$ cat config.mk
export PLATFORM = sky130hd
export DESIGN_NAME = mem_port_arbiter_flat
export DESIGN_NICKNAME = d
export VERILOG_FILES = /design/src/rtl/mem_port_arbiter_pkg.sv /design/src/rtl/mem_port_arbiter_if.sv /design/src/rtl/mem_arb_pick.sv /design/src/rtl/mem_port_arbiter.sv /design/src/flat_wrapper.sv
export SDC_FILE = /design/constraint.sdc
export NUM_CORES = 1
export LEC_CHECK = 0
export ABC_CLOCK_PERIOD_IN_PS = 1660
export CAP_MARGIN = 20
export CORE_ASPECT_RATIO = 1.5
export CORE_UTILIZATION = 36
export DETAILED_ROUTE_END_ITERATION = 8
export PLACE_DENSITY_LB_ADDON = 0.3
export SLEW_MARGIN = 30
export SYNTH_ARGS = -nofsm -noshare
export SYNTH_HDL_FRONTEND = slang
export SYNTH_SLANG_ARGS = --single-unit
$ cat constraint.sdc
create_clock -name CLK -period 1.66 [get_ports CLK]
set_input_delay 0.415 -clock CLK [delete_from_list [all_inputs] [get_ports CLK]]
set_output_delay 0.415 -clock CLK [all_outputs]
set_load 0.05 [all_outputs]
$ cat src/rtl/mem_port_arbiter_pkg.sv
// rtl/mem_port_arbiter_pkg.sv - shared widths, FSM and grant encodings for the memory port arbiter
package mem_port_arbiter_pkg;

    localparam int ADDR_BITS = 16;
    localparam int DATA_BITS = 32;
    localparam int INST_BITS = 32;
    localparam int ROM_SIZE  = 16;

    typedef enum logic [1:0] {
        ARB_IDLE  = 2'd0,
        ARB_ISSUE = 2'd1,
        ARB_RESP  = 2'd2
    } arb_state_e;

    typedef enum logic {
        GNT_FETCH = 1'b0,
        GNT_DATA  = 1'b1
    } gnt_e;

endpackage

$ cat src/rtl/mem_port_arbiter_if.sv
// rtl/mem_port_arbiter_if.sv - requester and memory-side signals of the arbiter
interface mem_port_arbiter_if;
    import mem_port_arbiter_pkg::*;

    logic                 f_req;
    logic [ADDR_BITS-1:0] f_pc;
    logic                 f_ack;
    logic [INST_BITS-1:0] f_inst;

    logic                 d_req;
    logic                 d_we;
    logic [ADDR_BITS-1:0] d_addr;
    logic [DATA_BITS-1:0] d_wdata;
    logic                 d_ack;
    logic [INST_BITS-1:0] d_rdata;
    logic                 d_err;

    logic                 m_cs;
    logic                 m_we;
    logic                 m_sel;
    logic [ADDR_BITS-1:0] m_pc;
    logic [ADDR_BITS-1:0] m_addr;
    logic [DATA_BITS-1:0] m_wdata;
    logic [INST_BITS-1:0] m_inst;
    logic [INST_BITS-1:0] m_dat;
    logic                 m_error;

    // Arbiter side
    modport slave (
        input  f_req, f_pc, d_req, d_we, d_addr, d_wdata, m_inst, m_dat, m_error,
        output f_ack, f_inst, d_ack, d_rdata, d_err,
        output m_cs, m_we, m_sel, m_pc, m_addr, m_wdata
    );

    // Core pipeline plus memory side
    modport master (
        output f_req, f_pc, d_req, d_we, d_addr, d_wdata, m_inst, m_dat, m_error,
        input  f_ack, f_inst, d_ack, d_rdata, d_err,
        input  m_cs, m_we, m_sel, m_pc, m_addr, m_wdata
    );

endinterface

$ cat src/rtl/mem_arb_pick.sv
// rtl/mem_arb_pick.sv - two-way winner select; MEM_ARB_RR_EN adds the round-robin pointer
module mem_arb_pick
    import mem_port_arbiter_pkg::*;
(
`ifdef MEM_ARB_RR_EN
    input  logic clk,
    input  logic reset,
    input  logic advance,
`endif
    input  logic f_req,
    input  logic d_req,
    output logic any,
    output gnt_e gnt
);

`ifdef MEM_ARB_RR_EN
    gnt_e ptr_q, ptr_d;

    always_ff @(posedge clk) begin
        if (reset) begin
            ptr_q <= GNT_DATA;
        end else begin
            ptr_q <= ptr_d;
        end
    end

    // Pointer flips on every grant, contested or not
    always_comb begin
        ptr_d = ptr_q;
        if (advance) begin
            ptr_d = (ptr_q == GNT_DATA) ? GNT_FETCH : GNT_DATA;
        end
    end

    always_comb begin
        any = f_req | d_req;
        if (f_req && d_req) begin
            gnt = ptr_q;
        end else if (d_req) begin
            gnt = GNT_DATA;
        end else begin
            gnt = GNT_FETCH;
        end
    end
`else
    always_comb begin
        any = f_req | d_req;
        gnt = d_req ? GNT_DATA : GNT_FETCH;
    end
`endif

endmodule

$ cat src/rtl/mem_port_arbiter.sv
// rtl/mem_port_arbiter.sv - shares one memory port between fetch and load/store; MEM_ARB_RR_EN selects round-robin
module mem_port_arbiter
    import mem_port_arbiter_pkg::*;
(
    input  logic                 CLK,
    input  logic                 RESET,
    mem_port_arbiter_if.slave    bus
);

    arb_state_e           state_q, state_d;
    gnt_e                 gnt_q, gnt_d;
    logic                 we_q, we_d;
    logic [ADDR_BITS-1:0] pc_q, pc_d;
    logic [ADDR_BITS-1:0] addr_q, addr_d;
    logic [DATA_BITS-1:0] wdata_q, wdata_d;
    logic [INST_BITS-1:0] f_inst_q, f_inst_d;
    logic [INST_BITS-1:0] d_rdata_q, d_rdata_d;
    logic                 d_err_q, d_err_d;

    logic                 pick_any;
    gnt_e                 pick_gnt;

    mem_arb_pick u_pick (
`ifdef MEM_ARB_RR_EN
        .clk     (CLK),
        .reset   (RESET),
        .advance (state_q == ARB_IDLE && pick_any),
`endif
        .f_req   (bus.f_req),
        .d_req   (bus.d_req),
        .any     (pick_any),
        .gnt     (pick_gnt)
    );

    always_ff @(posedge CLK) begin
        if (RESET) begin
            state_q <= ARB_IDLE;
        end else begin
            state_q <= state_d;
        end
    end

    always_comb begin
        state_d = state_q;
        case (state_q)
            ARB_IDLE:  if (pick_any) state_d = ARB_ISSUE;
            ARB_ISSUE: state_d = ARB_RESP;
            ARB_RESP:  state_d = ARB_IDLE;
            default:   state_d = ARB_IDLE;
        endcase
    end

    always_ff @(posedge CLK) begin
        if (RESET) begin
            gnt_q     <= GNT_DATA;
            we_q      <= 1'b0;
            pc_q      <= '0;
            addr_q    <= '0;
            wdata_q   <= '0;
            f_inst_q  <= '0;
            d_rdata_q <= '0;
            d_err_q   <= 1'b0;
        end else begin
            gnt_q     <= gnt_d;
            we_q      <= we_d;
            pc_q      <= pc_d;
            addr_q    <= addr_d;
            wdata_q   <= wdata_d;
            f_inst_q  <= f_inst_d;
            d_rdata_q <= d_rdata_d;
            d_err_q   <= d_err_d;
        end
    end

    // The *_d response values double as the ack-cycle outputs, so the
    // registered copies only need to carry them between acks.
    always_comb begin
        gnt_d     = gnt_q;
        we_d      = we_q;
        pc_d      = pc_q;
        addr_d    = addr_q;
        wdata_d   = wdata_q;
        f_inst_d  = f_inst_q;
        d_rdata_d = d_rdata_q;
        d_err_d   = d_err_q;
        if (state_q == ARB_IDLE && pick_any) begin
            gnt_d = pick_gnt;
            if (pick_gnt == GNT_DATA) begin
                we_d    = bus.d_we;
                addr_d  = bus.d_addr;
                wdata_d = bus.d_wdata;
            end else begin
                we_d = 1'b0;
                pc_d = bus.f_pc;
            end
        end
        if (state_q == ARB_RESP) begin
            if (gnt_q == GNT_FETCH) begin
                f_inst_d = bus.m_inst;
            end else if (we_q) begin
                d_rdata_d = '0;
                d_err_d   = bus.m_error;
            end else begin
                d_rdata_d = bus.m_dat;
                d_err_d   = 1'b0;
            end
        end
    end

    always_comb begin
        bus.m_cs    = (state_q == ARB_ISSUE);
        bus.m_we    = (state_q == ARB_ISSUE) && we_q;
        bus.m_sel   = (state_q == ARB_ISSUE) && (gnt_q == GNT_DATA);
        bus.m_pc    = pc_q;
        bus.m_addr  = addr_q;
        bus.m_wdata = wdata_q;
        bus.f_ack   = (state_q == ARB_RESP) && (gnt_q == GNT_FETCH);
        bus.d_ack   = (state_q == ARB_RESP) && (gnt_q == GNT_DATA);
        bus.f_inst  = f_inst_d;
        bus.d_rdata = d_rdata_d;
        bus.d_err   = d_err_d;
    end

endmodule

$ cat src/flat_wrapper.sv
// flat-port wrapper written by rule: the top's interface ports become plain ports
module mem_port_arbiter_flat import mem_port_arbiter_pkg::*;
  (CLK, RESET, bus_f_req, bus_f_pc, bus_d_req, bus_d_we, bus_d_addr, bus_d_wdata, bus_m_inst, bus_m_dat, bus_m_error, bus_f_ack, bus_f_inst, bus_d_ack, bus_d_rdata, bus_d_err, bus_m_cs, bus_m_we, bus_m_sel, bus_m_pc, bus_m_addr, bus_m_wdata);
  mem_port_arbiter_if bus_i ();
  input  logic CLK;
  input  logic RESET;
  input wire logic [$bits(bus_i.f_req)-1:0] bus_f_req;
  input wire logic [$bits(bus_i.f_pc)-1:0] bus_f_pc;
  input wire logic [$bits(bus_i.d_req)-1:0] bus_d_req;
  input wire logic [$bits(bus_i.d_we)-1:0] bus_d_we;
  input wire logic [$bits(bus_i.d_addr)-1:0] bus_d_addr;
  input wire logic [$bits(bus_i.d_wdata)-1:0] bus_d_wdata;
  input wire logic [$bits(bus_i.m_inst)-1:0] bus_m_inst;
  input wire logic [$bits(bus_i.m_dat)-1:0] bus_m_dat;
  input wire logic [$bits(bus_i.m_error)-1:0] bus_m_error;
  output wire logic [$bits(bus_i.f_ack)-1:0] bus_f_ack;
  output wire logic [$bits(bus_i.f_inst)-1:0] bus_f_inst;
  output wire logic [$bits(bus_i.d_ack)-1:0] bus_d_ack;
  output wire logic [$bits(bus_i.d_rdata)-1:0] bus_d_rdata;
  output wire logic [$bits(bus_i.d_err)-1:0] bus_d_err;
  output wire logic [$bits(bus_i.m_cs)-1:0] bus_m_cs;
  output wire logic [$bits(bus_i.m_we)-1:0] bus_m_we;
  output wire logic [$bits(bus_i.m_sel)-1:0] bus_m_sel;
  output wire logic [$bits(bus_i.m_pc)-1:0] bus_m_pc;
  output wire logic [$bits(bus_i.m_addr)-1:0] bus_m_addr;
  output wire logic [$bits(bus_i.m_wdata)-1:0] bus_m_wdata;
  assign bus_i.f_req = bus_f_req;
  assign bus_i.f_pc = bus_f_pc;
  assign bus_i.d_req = bus_d_req;
  assign bus_i.d_we = bus_d_we;
  assign bus_i.d_addr = bus_d_addr;
  assign bus_i.d_wdata = bus_d_wdata;
  assign bus_i.m_inst = bus_m_inst;
  assign bus_i.m_dat = bus_m_dat;
  assign bus_i.m_error = bus_m_error;
  assign bus_f_ack = bus_i.f_ack;
  assign bus_f_inst = bus_i.f_inst;
  assign bus_d_ack = bus_i.d_ack;
  assign bus_d_rdata = bus_i.d_rdata;
  assign bus_d_err = bus_i.d_err;
  assign bus_m_cs = bus_i.m_cs;
  assign bus_m_we = bus_i.m_we;
  assign bus_m_sel = bus_i.m_sel;
  assign bus_m_pc = bus_i.m_pc;
  assign bus_m_addr = bus_i.m_addr;
  assign bus_m_wdata = bus_i.m_wdata;
  mem_port_arbiter u_core (.CLK(CLK), .RESET(RESET), .bus(bus_i));
endmodule
======== Word-level counts from Yosys, hierarchy flattened ========
Cells that the tools add are included.
word-level totals
  register bits ........................... 133
  input bits .............................. 134
  output and inout bits ................... 134
  logic and storage cells ................. 35
cells by class
  equality and inequality tests ........... 3
  reductions and logical operators ........ 8
  mux-type cells .......................... 12
  bitwise gates (word level) .............. 3
operators with widths
  kind                number
  $mux 32             5
  $logic_and 1x1->1   5
  $mux 1              5
  $pmux 2 s2          1
  $reduce_and 2->1    2
  $eq 2x1->1 const B  1
  $eq 2x2->1 const B  1
  $logic_not 2->1     1
  $mux 2              1
  $ne 2x1->1 const B  1
  $not 1->1           2
  $or 1x1->1          1

======== Logic depth before layout (Yosys ltp) ========
Gate-level depths: netlist of the first run.
  depth in word-level cells ............... 3
  depth in mapped cells ................... 6
  mapped depth without buffers ............ 4

======== Hierarchy ========
From an unflattened synthesis of the first run, not the netlist that was laid out.
unflattened totals
  cells, all modules ...................... 694
  area, all modules ....................... 7075.5 um2
by module, submodules not included
  module            seq. area each (um2)  instances  area an instance (um2)  cells an instance
  mem_port_arbiter  2662.6                1          7061.8                  692
  mem_arb_pick      0.0                   1          13.8                    2

======== Worst setup path before layout of the first run ========
Ideal clock, no wire load.
  kind .................................... reg-to-output
  start point ............................. register u_core.state_q[0]
  end point ............................... output bus_m_sel
  required time ........................... 1.245 ns
  cell stages (with the launch flop) ...... 4
  buffers on the path ..................... 1
  path slack .............................. -0.546 ns
  data arrival time ....................... 1.791 ns
  path through ............................ dfxtp_1 buf_4 nor2b_1 and2_1
between the ends
  word-level cells in the longest chain between the ends .. 2
ends and longest elaborated chain
  element                   RTL line                 RTL
  start: declaration        mem_port_arbiter.sv:10   arb_state_e state_q, state_d;
  start signal: assignment  mem_port_arbiter.sv:39   state_q <= state_d;
  $eq 2x1->1                -
  net bus_m_cs              flat_wrapper.sv:21       output wire logic [$bits(bus_i.m_cs)-1:0] bus_m_cs;
  $logic_and 1x1->1         mem_port_arbiter.sv:113  bus.m_sel = (state_q == ARB_ISSUE) && (gnt_q == GNT_DATA);
  end: declaration          flat_wrapper.sv:23       output wire logic [$bits(bus_i.m_sel)-1:0] bus_m_sel;
The timed path passes the listed nets, and every way through them passes these cells.

======== Worst setup path after layout of the first run ========
  start point ............................. register u_core.gnt_q
  end point ............................... output bus_f_inst[27]
between the ends
  word-level cells in the longest chain between the ends .. 2
ends and longest elaborated chain
  element                   RTL line                RTL
  start: declaration        mem_port_arbiter.sv:11  gnt_e gnt_q, gnt_d;
  start signal: assignment  mem_port_arbiter.sv:64  gnt_q <= gnt_d;
  $mux 32                   mem_port_arbiter.sv:98  if (gnt_q == GNT_FETCH) begin
  $mux 32                   mem_port_arbiter.sv:97  if (state_q == ARB_RESP) begin
  end: declaration          flat_wrapper.sv:17      output wire logic [$bits(bus_i.f_inst)-1:0] bus_f_inst;
No other way between the ends.

==> results.txt, run 1 <==
The clock sink total came out at 133. The number of different library cells used by synthesis comes to 24. The flow ran to the end, but the final reports show violations. The worst setup path endpoint is bus_f_inst[27].

The area of the die is 0.0149 mm^2. The area of the core came out at 0.0141 mm^2. The biggest fanout along the worst timing path is 8. The total global routing overflow came out at 0. Ranked by total cell area, the synthesized netlist is headed by sky130_fd_sc_hd__dfxtp_1 (51%), sky130_fd_sc_hd__nand2_1 (14%), sky130_fd_sc_hd__a21oi_1 (9.4%). At the end of routability-driven placement, the weighted congestion stood at 0.734. The maximum clock insertion buffer count came out at 2. The cell with the largest stage delay on the worst path is sky130_fd_sc_hd__dfxtp_2. The clock insertion delay at the later pin of the skew report is 0.41 ns. The number of nets in the finished design is 1069.

Of the post-synthesis cell area, the dominant cell type holds 0.512. The number of clock buffers added by TritonCTS is 17. The slack of the worst reg-to-reg path came out at -0.01 ns.

In this run the worst setup path begins at u_core.gnt_q. The worst reg-to-reg path cell count is 9. The number of rows in the core area came out at 53. The initial utilization of the core area, before any placement, comes to 0.370. The detail route stage leaves a number of antenna-violating nets equal to 0. The number of max-capacitance violations reported came out at 0.

The synthesized area per cell is 8.93 um^2. The worst setup path is of the reg -> out kind. The number of standard cells after synthesis is 582.

For this run, the number of Yosys warnings is 0. Of the cells placed in the final design, the portion with a size suffix greater than 1 is 0.406. The filler-free cell count of the finished design came out at 1139. The number of antenna violations at the first check in global routing was 1.

The CTS H-tree depth is 4. The floorplan die width came out at 100 um. The count of final max-slew check failures came out at 0. The final number of setup-violating endpoints is 71. The net count after synthesis is 716. Clock-pin slew was measured on the worst setup and hold paths at 0.06 ns.

Setup slack on the critical path of the routed design comes to -0.537 ns. The highest attainable clock frequency is 0.455 GHz. The number of global-route vias before repair is 5462. The total stage count of the critical path is 5. Traced cell by cell, the critical path runs through nor3b_4 -> buf_12 -> buf_16 -> mux2_4 -> buf_8. The part of the cycle the worst path needs is 1.32. The vias per cell is 4.77. The maximum resistive drop on vdd came out at 639 uV.

Once layout is done, the placed cells without fillers occupy 0.0107 mm^2. TritonCTS built the clock tree. The synthesized design spends more area on one cell type than any other, namely sky130_fd_sc_hd__dfxtp_1.

Data on the critical path is required at its endpoint by 1.24 ns. The final wirelength came out at 18900 um. Leaving out fill and tap cells, the most frequent cells in the layout are sky130_fd_sc_hd__buf_4 (139), sky130_fd_sc_hd__clkdlybuf4s50_1 (132), sky130_fd_sc_hd__nand2_1 (130), sky130_fd_sc_hd__dfxtp_1 (130), sky130_fd_sc_hd__a21oi_1 (97).

The path class of the tightest hold or removal check is reg -> reg. The areal power density over the cells is 863 mW/mm^2. After detailed routing, the number of remaining DRC violations is 0.

The critical path data arrival time came out at 1.78 ns. The worst-case headroom to the max-slew limit came out at 0.780. The number of DRC markers after the initial detailed-route iteration is 136.

Entering global routing, the biggest net connects 70 pins. The number of cells after detailed placement is 1050. Leaving out fill and tap cells, the most frequent cell in the layout is sky130_fd_sc_hd__buf_4. The total via count after detailed routing is 5431. The largest clock skew in the final design is 0.00769 ns.

The global routing usage summed across all routing layers came out at 0.237. The worst path in the final design needs a cycle of 2.20 ns, including I/O delays and setup. Counting both buffers and inverters, the worst setup path holds a total of 3. The worst setup path is captured at an output port. The actual transition at the worst max-transition pin came out at 0.330 ns. The global-route wire length before repair came out at 27400 um. The first detailed-routing pass took 4 iterations. The endpoint of the most critical register-to-register path is u_core.d_rdata_q[3]. The leakage power of the design is 4.52 nW. The detailed placement HPWL is 11500 um. The post-synthesis sequential area ratio is 0.512. Setup repair after global routing could not meet its margin everywhere.

The number of placed I/O pins came out at 268. Synthesis inferred 133 register bits. The final design utilization came out at 0.763.

The startpoint of the lowest-slack register-to-register path is u_core.state_q[0]. Clock tree synthesis selected as its root buffer the cell sky130_fd_sc_hd__clkbuf_16. The die is 149 um tall. Compared with the post-synthesis result, the final layout area differs by 106%. The post-synth design cell area came out at 0.00520 mm^2.

Once placement finished, the instance area stood at 0.00887 mm^2. The final reports fail on negative setup slack. The number of input and output port buffers inserted is 267. The largest incremental delay on the critical path came out at 0.34 ns. On the critical path the largest part of the delay comes from buffers and inverters. The launching element type of the critical path is a register.

The number of failing hold endpoints at the final stage is 0. Dividing the detail-routed wire length by the instance count gives 16.6 um.
-- cell type report --
class / count / area [um^2]
inverters: 1 / 16.3
multi-input cells: 406 / 2970
well taps: 192 / 240
diodes: 1 / 2.50
repair buffers: 376 / 4260
clock inverters: 12 / 133
fillers: 918 / 3330
clock buffers: 18 / 439
flip-flops and latches: 133 / 2670
-- power by group --
| part | total [mW] | internal (mW) | switching [mW] | leakage (nW) |
|---|---|---|---|---|
| Clock | 3.63 | 2.23 | 1.40 | 0.274 |
| Combinational | 2.20 | 1.04 | 1.16 | 3.17 |
| Sequential | 3.43 | 3.33 | 0.0941 | 1.08 |
| Total | 9.26 | 6.60 | 2.65 | 4.52 |
-- through the flow --
step | setup slack, ns | hold slack, ns | power (mW) | TNS, ns
2_1_floorplan | -0.167 | 0.461 | 4.48 | -8.29
3_3_place_gp | -0.213 | 0.443 | 5.39 | -16.28
3_5_place_dp | -0.238 | 0.449 | 5.43 | -19.72
4_1_cts | -0.566 | 0.457 | 9.19 | -34.85
5_1_grt | -0.612 | 0.473 | 9.59 | -37.20
6_report | -0.537 | 0.454 | 9.26 | -32.26
-- Yosys cell counts --
cell type / count
sky130_fd_sc_hd__buf_4: 4
sky130_fd_sc_hd__clkbuf_1: 27
sky130_fd_sc_hd__nor3b_2: 1
sky130_fd_sc_hd__o31ai_1: 1
sky130_fd_sc_hd__or4b_1: 1
sky130_fd_sc_hd__nor2b_1: 5
sky130_fd_sc_hd__inv_2: 1
sky130_fd_sc_hd__buf_2: 6
sky130_fd_sc_hd__mux2_4: 29
sky130_fd_sc_hd__nand3_1: 1
sky130_fd_sc_hd__or3b_1: 1
sky130_fd_sc_hd__nor4_1: 1
sky130_fd_sc_hd__nor4b_4: 1
sky130_fd_sc_hd__mux2_2: 3
sky130_fd_sc_hd__buf_6: 5
sky130_fd_sc_hd__nand3b_1: 33
sky130_fd_sc_hd__dfxtp_1: 133
sky130_fd_sc_hd__nand2_1: 196
sky130_fd_sc_hd__a211o_1: 1
sky130_fd_sc_hd__nor3b_4: 1
sky130_fd_sc_hd__and2_1: 2
sky130_fd_sc_hd__nor2_1: 2
sky130_fd_sc_hd__a21oi_1: 98
sky130_fd_sc_hd__and2b_1: 29
-- flip-flops by register name, summed over array words and instances (netlist names) --
register            cells
u_core.bus.m_addr      16
u_core.gnt_q            1
u_core.we_q             1
u_core.d_rdata_q       32
u_core.bus.m_wdata     32
u_core.d_err_q          1
u_core.f_inst_q        32
u_core.bus.m_pc        16
u_core.state_q          2
-- cell families after synthesis --
kind of cell	after synthesis	synth area share
simple gates	274	0.257
flops	133	0.512
compound gates	100	0.0975
buf+inv	43	0.0426
mux	32	0.0903
-- what timing repair did --
item / in CTS / in global routing
pin swaps: 20 / 35
resized for setup: 88 / 71
setup endpoints to repair: 70 / 79
hold buffers: 0 / 0
cloned: 9 / 3
buffers inserted: 25 / 24
-- worst reg2reg max path: cells and delay by family (launching register included) --
family | cells | cell delay [ns]
DFF | 1 | 0.34
AOI/OAI and AO/OA | 1 | 0.14
buffers and inverters | 6 | 0.79
and+or+nand+nor | 2 | 0.34
-- per-layer routing --
layer  GRT usage  vias to the layer above  wire (um)
met2       0.429                      216      10300
met1       0.245                     2542       6640
met5           0                        -          0
li1            -                     2618          -
met4       0.141                        0        773
met3      0.0586                       55       1160
-- how the worst min path moves through the flow --
stage / start / to / cells after the start
final: u_core.bus.m_wdata[5] / u_core.bus.m_wdata[5] / 2
after CTS: u_core.bus.m_wdata[5] / u_core.bus.m_wdata[5] / 2
after floorplan: u_core.d_rdata_q[0] / u_core.d_rdata_q[0] / 2
after global placement: u_core.bus.m_addr[8] / u_core.bus.m_addr[8] / 2
after global routing: u_core.bus.m_addr[7] / u_core.bus.m_addr[7] / 2
after detailed placement: u_core.bus.m_wdata[5] / u_core.bus.m_wdata[5] / 2
Note: power is estimated with default switching activity, not from simulation.
==> run 2: changes to the inputs <==
ABC_CLOCK_PERIOD_IN_PS = 1800   (was 1660)
CAP_MARGIN = not set   (was 20)
REMOVE_ABC_BUFFERS = 1   (was not set)
clock period = 1.8 ns   (was 1.66 ns; I/O delays follow)
==> results.txt, run 2 (synthesis gave the netlist of run 1 again) <==
The number of max-capacitance violations reported is 0. The cell area after placement is 0.00827 mm^2. The number of buffers created by CTS came out at 17.

The final critical path time including I/O delays and setup is 2.36 ns. In this run the tool buffered the top-level ports with 267 buffer cells. The final setup slack of the worst path came out at -0.562 ns. The required time reported for the critical path endpoint is 1.35 ns. The global routing usage summed across all routing layers came out at 0.232. The kind of cell with the highest combined delay along the critical path is buffers and inverters. The maximum resistive drop on vdd is 543 uV. In this run the remaining antenna-violating nets after routing total 0.

Headroom to the max-slew limit came out at 0.775. Buffers inserted to repair hold after CTS numbered 0. CTS placed an instance of sky130_fd_sc_hd__clkbuf_16 at the clock tree root.

The initial core utilization came out at 0.370. The library cell used most frequently in the layout, excluding fill and tap cells, is sky130_fd_sc_hd__nand2_1. The run finished, with violations left. At the pin with the least slew margin, the transition time is 0.337 ns.

The floorplan step defined a die boundary enclosing 0.0149 mm^2. The number of rows in the core area came out at 53. Clock tree synthesis found a total of 133 sinks. The cell that appears most often on the critical path is sky130_fd_sc_hd__buf_6. Setup repair after global routing could not meet its margin everywhere. The last weighted congestion value of the routability-driven placer is 0.773. Walking the worst path, the cells encountered are buf_4 -> nor3b_4 -> buf_6 -> clkbuf_16 -> mux2_4 -> buf_6. The TritonCTS clock tree is done.

The DRC violation count after routing is 0. Once layout is done, the placed cells without fillers occupy 0.00961 mm^2. After filler insertion, the fill cell instance count of the layout stands at 1066.

The pin count of the biggest net entering global routing came out at 72. The number of antenna violations at the first check in global routing was 0. The type of destination of the critical path is an output port. The total global routing overflow is 0. Clock-pin slew was measured on the worst setup and hold paths at 0.06 ns. The biggest fanout along the worst timing path came out at 8.

The first global-routing pass estimated 26800 um of wire. The final number of setup-violating endpoints came out at 71. The final reports fail on negative setup slack. The met1 demand-to-capacity share in global routing came out at 0.220. The number of DRC markers after the initial detailed-route iteration is 107. The critical path data arrival time came out at 1.91 ns.

The share of cells above drive strength 1 came out at 0.344. The maximum clock insertion buffer count is 2. Pin placement for this block handled 268 I/O pins.

The combined area of the multi-input logic cells is 0.00244 mm^2. The final antenna diode count came out at 0. The sequential standard cell area came out at 0.00267 mm^2. After detailed routing, the total wire length is 17300 um. The count of final max-slew check failures is 0. The worst min-delay path class is in -> reg. The number of failing hold endpoints at the final stage is 0.

The areal power density over the cells came out at 851 mW/mm^2. The number of buffer and inverter instances along the worst setup path came out at 4. Using the TritonRoute via totals, the vias-per-cell ratio works out to 4.76. The die is 149 um tall. The layer flagged by global routing as most heavily used is met2. The largest incremental delay on the critical path is 0.34 ns. The per-cell routed wire length came out at 15.7 um.

The number of global-route vias before repair is 5533. Clock latency on the worst-skew pair, taken at its later pin, is 0.41 ns. The part of the cycle the worst path needs is 1.31. The synthesis-to-layout area growth is 84.9%. The global-route track usage on met2 is 0.437. Based on the critical path, the design can be clocked at up to 0.423 GHz. The launching element type of the critical path is a register. On the final layout, the worst clock skew is 0.00564 ns.

The total via count after detailed routing came out at 5225. The area of the core came out at 0.0141 mm^2. The category of the most critical setup path is reg -> out. Leaving out fill and tap cells, the most frequent cells in the layout are sky130_fd_sc_hd__nand2_1 (163), sky130_fd_sc_hd__clkdlybuf4s50_1 (132), sky130_fd_sc_hd__dfxtp_1 (130), sky130_fd_sc_hd__buf_4 (105), sky130_fd_sc_hd__a21oi_1 (96). In the global route stage, met3 resource usage came out at 0.0506.

The first TritonRoute pass finished after 4 iterations. The number of nets in the finished design is 1026. The die is 100 um wide. The smallest hold slack is 0.428 ns. The leakage power of the design came out at 4.15 nW. The detailed placement HPWL came out at 11400 um. The cell with the largest stage delay on the worst path is sky130_fd_sc_hd__dfxtp_4. The H-tree was split into 4 levels.
[run 2: changes by cell type in the layout (fill, tap and decap cells not counted), sizes merged]
| cell | before | now |
|---|---|---|
| buf | 241 | 199 |
| inv | 1 | 9 |
| clkinvlp | 3 | 0 |
| bufinv | 2 | 0 |
| clkbuf | 21 | 20 |
| clkinv | 7 | 6 |
| diode | 1 | 0 |
[run 2: stage by stage]
step / utilization / total power, mW / cells / setup TNS [ns] / setup slack (ns)
4_1_cts: 0.684 / 8.24 / 1100 / -32.45 / -0.531
3_5_place_dp: 0.588 / 4.90 / 1018 / -15.15 / -0.202
2_1_floorplan: - / 4.01 / 540 / -154.61 / -1.46
5_1_grt: 0.683 / 8.48 / 1097 / -39.99 / -0.657
3_3_place_gp: 0.588 / 4.87 / 1018 / -13.15 / -0.180
6_report: 0.683 / 8.17 / 1097 / -34.25 / -0.562
[run 2: what timing repair did]
| action | CTS | global route |
|---|---|---|
| buffers inserted | 45 | 9 |
| pin swaps | 48 | 8 |
| setup endpoints to repair | 70 | 74 |
| resized for setup | 102 | 11 |
| cloned | 5 | 2 |
[run 2: cell type report]
class / count / share of cell area
Multi-Input combinational cell: 406 / 0.254
Inverter: 1 / 0.000391
Sequential cell: 133 / 0.278
Clock buffer: 18 / 0.0457
Clock inverter: 14 / 0.0119
Timing Repair Buffer: 333 / 0.385
Tap cell: 192 / 0.0250
[run 2: final timing paths]
path / start / end / slack, ns / cells after the start
setup reg to reg: u_core.state_q[0] / u_core.d_rdata_q[11] / -0.26 / 12
hold reg to reg: u_core.bus.m_wdata[4] / u_core.bus.m_wdata[4] / 0.46 / 2
hold / removal: RESET / u_core.f_inst_q[0] / 0.43 / 2
setup / recovery: u_core.state_q[0] / bus_f_inst[4] / -0.56 / 6
[run 2: power breakdown]
| part | total (mW) | switching (mW) | internal (mW) | leakage (nW) |
|---|---|---|---|---|
| logic | 1.83 | 0.996 | 0.834 | 2.78 |
| clock network | 3.21 | 1.38 | 1.84 | 0.279 |
| registers | 3.13 | 0.0608 | 3.07 | 1.08 |
[run 2: per-layer routing]
layer	wire (um)	vias to the layer above	share of wire
li1	-	2528	-
met3	862	61	0.050
met5	0	-	0
met2	9590	196	0.56
met1	5850	2440	0.34
met4	964	0	0.056
